### src/rtl/reg_bank_sweep_if.sv
// Bus bundle for reg_bank_sweep: write port, two read ports, clear request and status.
// The master side drives addresses, data and requests; the slave side returns read data and status.
interface reg_bank_sweep_if #(
    parameter int unsigned WIDTH = 8,
    parameter int unsigned SIZE  = 3
);
    logic             WE3;
    logic [SIZE-1:0]  A3;
    logic [WIDTH-1:0] WD3;
    logic [SIZE-1:0]  A1;
    logic [SIZE-1:0]  A2;
    logic             CLR;
    logic [WIDTH-1:0] RD1;
    logic [WIDTH-1:0] RD2;
    logic             BUSY;
    logic             DROP;

    modport master (
        output WE3, A3, WD3, A1, A2, CLR,
        input  RD1, RD2, BUSY, DROP
    );

    modport slave (
        input  WE3, A3, WD3, A1, A2, CLR,
        output RD1, RD2, BUSY, DROP
    );
endinterface

### src/rtl/reg_bank_sweep.sv
// Register bank of 2**SIZE words with two combinational read ports, one write port and a
// one-word-per-cycle clear sweep. Define REGBANK_BYPASS_EN for same-cycle write forwarding.
module reg_bank_sweep #(
    parameter int unsigned      WIDTH     = 8,
    parameter int unsigned      SIZE      = 3,
    parameter logic [WIDTH-1:0] RESET_VAL = '0
) (
    input logic             CLK,
    input logic             RST_N,
    reg_bank_sweep_if.slave bus
);
    localparam int unsigned DEPTH = 2 ** SIZE;

    typedef enum logic [0:0] {StIdle, StSweep} state_e;

    state_e           state_q, state_d;
    logic [SIZE-1:0]  ptr_q, ptr_d;
    logic             drop_q, drop_d;
    logic [WIDTH-1:0] mem_q [DEPTH];
    logic [WIDTH-1:0] mem_d [DEPTH];
    logic [WIDTH-1:0] rd1, rd2;

    always_comb begin
        state_d = state_q;
        ptr_d   = ptr_q;
        drop_d  = 1'b0;
        mem_d   = mem_q;
        unique case (state_q)
            StIdle: begin
                // A write on the CLR edge still commits; the sweep overwrites it later.
                if (bus.WE3) begin
                    mem_d[bus.A3] = bus.WD3;
                end
                if (bus.CLR) begin
                    state_d = StSweep;
                    ptr_d   = '0;
                end
            end
            StSweep: begin
                mem_d[ptr_q] = RESET_VAL;
                drop_d       = bus.WE3;
                if (&ptr_q) begin
                    state_d = StIdle;
                    ptr_d   = '0;
                end else begin
                    ptr_d = ptr_q + 1'b1;
                end
            end
            default: begin
                state_d = StIdle;
                ptr_d   = '0;
            end
        endcase
    end

    always_ff @(posedge CLK) begin
        if (!RST_N) begin
            state_q <= StIdle;
            ptr_q   <= '0;
            drop_q  <= 1'b0;
            for (int i = 0; i < DEPTH; i++) begin
                mem_q[i] <= RESET_VAL;
            end
        end else begin
            state_q <= state_d;
            ptr_q   <= ptr_d;
            drop_q  <= drop_d;
            mem_q   <= mem_d;
        end
    end

    always_comb begin
        rd1 = mem_q[bus.A1];
        rd2 = mem_q[bus.A2];
`ifdef REGBANK_BYPASS_EN
        if (bus.WE3 && (state_q == StIdle) && RST_N) begin
            if (bus.A1 == bus.A3) begin
                rd1 = bus.WD3;
            end
            if (bus.A2 == bus.A3) begin
                rd2 = bus.WD3;
            end
        end
`endif
    end

    assign bus.RD1  = rd1;
    assign bus.RD2  = rd2;
    assign bus.BUSY = (state_q == StSweep);
    assign bus.DROP = drop_q;
endmodule
### src/flat_wrapper.sv
// flat-port wrapper written by rule: the top's interface ports become plain ports
module reg_bank_sweep_flat 
#(
    parameter int unsigned      WIDTH     = 8,
    parameter int unsigned      SIZE      = 3,
    parameter logic [WIDTH-1:0] RESET_VAL = '0
)
  (CLK, RST_N, bus_WE3, bus_A3, bus_WD3, bus_A1, bus_A2, bus_CLR, bus_RD1, bus_RD2, bus_BUSY, bus_DROP);
  reg_bank_sweep_if #(.WIDTH(WIDTH), .SIZE(SIZE)) bus_i ();
  input logic CLK;
  input logic RST_N;
  input wire logic [$bits(bus_i.WE3)-1:0] bus_WE3;
  input wire logic [$bits(bus_i.A3)-1:0] bus_A3;
  input wire logic [$bits(bus_i.WD3)-1:0] bus_WD3;
  input wire logic [$bits(bus_i.A1)-1:0] bus_A1;
  input wire logic [$bits(bus_i.A2)-1:0] bus_A2;
  input wire logic [$bits(bus_i.CLR)-1:0] bus_CLR;
  output wire logic [$bits(bus_i.RD1)-1:0] bus_RD1;
  output wire logic [$bits(bus_i.RD2)-1:0] bus_RD2;
  output wire logic [$bits(bus_i.BUSY)-1:0] bus_BUSY;
  output wire logic [$bits(bus_i.DROP)-1:0] bus_DROP;
  assign bus_i.WE3 = bus_WE3;
  assign bus_i.A3 = bus_A3;
  assign bus_i.WD3 = bus_WD3;
  assign bus_i.A1 = bus_A1;
  assign bus_i.A2 = bus_A2;
  assign bus_i.CLR = bus_CLR;
  assign bus_RD1 = bus_i.RD1;
  assign bus_RD2 = bus_i.RD2;
  assign bus_BUSY = bus_i.BUSY;
  assign bus_DROP = bus_i.DROP;
  reg_bank_sweep #(.WIDTH(WIDTH), .SIZE(SIZE), .RESET_VAL(RESET_VAL)) u_core (.CLK(CLK), .RST_N(RST_N), .bus(bus_i));
endmodule
### config.mk
export PLATFORM = sky130hd
export DESIGN_NAME = reg_bank_sweep_flat
export DESIGN_NICKNAME = d
export VERILOG_FILES = /design/src/rtl/reg_bank_sweep_if.sv /design/src/rtl/reg_bank_sweep.sv /design/src/flat_wrapper.sv
export SDC_FILE = /design/constraint.sdc
export NUM_CORES = 1
export LEC_CHECK = 0
export BUFFER_PORTS_ARGS = -buffer_cell sky130_fd_sc_hd__buf_4
export CORE_MARGIN = 2
export CORE_UTILIZATION = 63
export DETAILED_ROUTE_END_ITERATION = 8
export PLACE_DENSITY = 0.82
export SLEW_MARGIN = 25
export SYNTH_ARGS = -nofsm -noshare
export SYNTH_HDL_FRONTEND = slang
export SYNTH_SLANG_ARGS = --single-unit
### constraint.sdc
create_clock -name CLK -period 3.9 [get_ports CLK]
set_input_delay 0.195 -clock CLK [delete_from_list [all_inputs] [get_ports CLK]]
set_output_delay 0.195 -clock CLK [all_outputs]
set_load 0.05 [all_outputs]
==> flow_summary_export.csv <==
group,metric,value,unit
clock_network,cts_tree,"done",
logic_synthesis,ys_seq_area_frac,0.3798,
place,place_area,3839,um^2
floorplan,die_w,79.98,um
logic_synthesis,synth-xor-area-share,0,
global_routing,antenna_found_initial,0,
floorplan,dieHeight,79.98,um
logic_synthesis,synthSimpleGateAreaFrac,0.1307,
layout,area_growth,10.84,%
sta,fmax,0.4390,GHz
layout,fin_nets,366,
floorplan,coreArea,5540,um^2
clock_network,cts-root-buf,"clkbuf_8",
clock_network,clkTransAtPathRegs,0.07,ns
worst_setup_path,required,4.14,ns
sta,slew_violations,0,
sta,post-route-period-util,0.5840,
logic_synthesis,synthMuxAreaShare,0.2504,
logic_synthesis,synth_top_family_by_area,"multiplexers",
hold_path,hold_class,"input port to flop",
layout,post-route-util,0.7276,
global_routing,grt_pass1_wl,15280,um
route,dr.pass1.iters,5,
place,hpwl,6477,um
sta,hold_viol_final,0,
logic_synthesis,synth_cells,330,
worst_setup_path,critPathKind,"flop to flop",
power_and_ir_drop,power_density,369.8,nW/um^2
sta,setup_viol,0,
clock_network,clkLatencyLatePin,0.35,ns
place,routabilityCongestion,0.8539,
global_routing,grt_overflow,0,
place,port_buffers,38,
route,initialDrtViolationCount,342,
place,dp.cells,404,
run,max_cap_viol_count,0,
layout,layout-drive-gt1-share,0.3994,
sta,fin_crit,2.278,ns
floorplan,num_rows,27,
clock_network,post_cts.repair.setup_buffers,0,
layout,fillers,424,
outcome,outcome,"finished clean",
logic_synthesis,synth_fa_ha_area_frac,0.006880,
clock_network,numCtsBuffers,9,
layout,finalInstanceArea,4031,um^2
floorplan,start_util,0.6565,
logic_synthesis,syn_avg_cell_area,11.02,um^2
power_and_ir_drop,p_leak,1.479,nW
clock_network,cts_max_path_buffers,2,
logic_synthesis,syn_area,3637,um^2
sta,relSlewSlack,0.3308,
route,wl_per_cell,22.55,um
sta,rsz0062_at_grt,"no",
power_and_ir_drop,vdd_drop_max,0.0002488,V
clock_network,cts_hold_buf,0,
logic_synthesis,synth_fp_nets,353,
sta,worstMarginPinSlew,0.9907,ns
route,drc,0,
clock_network,cts_resized,0,
logic_synthesis,synth_cell_types,28,
worst_setup_path,crit_arrival,2.52,ns
logic_synthesis,ys_ff_latch,69,
route,avgViaCountPerCell,7.081,
floorplan,io-pin-count,39,
global_routing,grt_max_degree,37,
sta,hold_slack,0.1174,ns
logic_synthesis,yosys_warnings,0,
layout,multi_input_area,2059,um^2
route,num_vias,2974,
clock_network,htreeDepth,3,
layout,diodes,0,
clock_network,clkSinkCount,69,
route,finalWirelength,9471,um
floorplan,die-area,6397,um^2
layout,stdcell_count,420,
worst_setup_path,endpoint_kind,"flop",
worst_setup_path,cp_max_fo,20,
sta,fin_setup_tns,0,ns
worst_setup_path,startpoint_type,"flop",
route,detail-route-antenna-nets,0,
global_routing,grt_usage,0.3223,
logic_synthesis,synth_compound_gate_area_share,0.1782,
global_routing,first_global_vias,2897,
sta,skew,0.008329,ns
layout,ff_latch_area,1381,um^2
synthesized netlist by cell type:
cell | instances | share of area
ha_1 | 2 | 0.0069
buf_6 | 4 | 0.012
or2_1 | 3 | 0.0052
nand2_1 | 10 | 0.010
a31oi_1 | 2 | 0.0034
nand2b_1 | 2 | 0.0034
inv_1 | 4 | 0.0041
mux2i_1 | 1 | 0.0028
and3_1 | 1 | 0.0017
a21oi_1 | 1 | 0.0014
nor2_1 | 5 | 0.0052
a31o_1 | 32 | 0.077
nor3b_1 | 1 | 0.0021
clkbuf_1 | 21 | 0.022
o32a_1 | 1 | 0.0028
mux2_2 | 16 | 0.050
a211oi_1 | 1 | 0.0021
or2_0 | 1 | 0.0017
nor3_1 | 64 | 0.088
or2_2 | 5 | 0.0086
a41oi_1 | 6 | 0.014
nand3b_1 | 1 | 0.0021
buf_1 | 2 | 0.0021
mux4_2 | 32 | 0.20
dfxtp_1 | 69 | 0.38
a31o_2 | 32 | 0.077
buf_2 | 10 | 0.014
or3b_1 | 1 | 0.0024
sequential cells by signal, indices dropped and copies added (netlist names):
register and cells:
u_core.bus.BUSY 1, u_core.mem_q 64, u_core.bus.DROP 1, u_core.ptr_q 3
final timing paths:
kind	end	from	slack, ns	depth (start not counted)
worst max-delay path	u_core.mem_q[54]	u_core.bus.BUSY	1.62	4
worst min-delay path	u_core.bus.DROP	bus_WE3	0.12	2
worst max register to register	u_core.mem_q[54]	u_core.bus.BUSY	1.62	4
worst min register to register	u_core.mem_q[8]	u_core.mem_q[8]	0.50	1
worst max-delay path: stages, from the launching register on:
cell      delay (ns)
dfxtp_1         0.48
nand3b_1        0.60
buf_4           0.40
or2_2           0.41
a31o_2          0.27
stage by stage:
stage,total power [mW],setup slack [ns]
2_1_floorplan,0.8715,2.062
3_3_place_gp,0.9166,1.615
3_5_place_dp,0.9210,1.535
4_1_cts,1.490,1.518
5_1_grt,1.532,1.522
6_report,1.491,1.622
layer usage:
metal | up-vias | wire [um] | global-route usage
li1 | 1334 | - | -
met1 | 1483 | 3893 | 0.4264
met2 | 136 | 4728 | 0.5192
met3 | 21 | 646 | 0.06900
met4 | 0 | 204 | 0.1237
met5 | - | 0 | 0
cells in the final DEF, fill, tap and decap left out:
cell type,count
nand2_1,10
nand2b_1,2
nor2_1,5
a31o_2,32
a41oi_1,6
or3b_2,1
clkbuf_1,2
bufinv_16,1
buf_4,39
nand3b_1,1
mux4_2,32
or2_1,3
a31o_1,32
clkbuf_8,10
a211oi_1,1
a31oi_1,2
clkinvlp_4,1
mux2_2,16
or2_0,1
nor3_1,64
o32a_1,1
dfxtp_1,69
or2_2,5
ha_1,2
a21oi_1,1
inv_1,4
mux2i_1,1
and3_1,1
clkinv_2,2
nor3b_1,1
area by class of cell:
class | instances | area share
Inverter | 4 | 0.003724
Sequential cell | 69 | 0.3426
Multi-Input combinational cell | 220 | 0.5109
Timing Repair Buffer | 39 | 0.07263
Clock buffer | 12 | 0.03600
Clock inverter | 4 | 0.01179
Tap cell | 72 | 0.02235
where the power goes:
group	total [mW]	switching, mW	leakage, nW	internal [mW]
Combinational	0.175	0.112	0.825	0.0637
Clock	0.583	0.272	0.0964	0.311
Sequential	0.732	0.0144	0.558	0.718
Total	1.49	0.398	1.48	1.09
cells by family after synthesis:
family          count (synthesis)
compound gates                 75
fa+ha+maj                       2
buf+inv                        41
flops                          69
mux                            49
simple gates                   94
(Power assumes the default switching activity.)
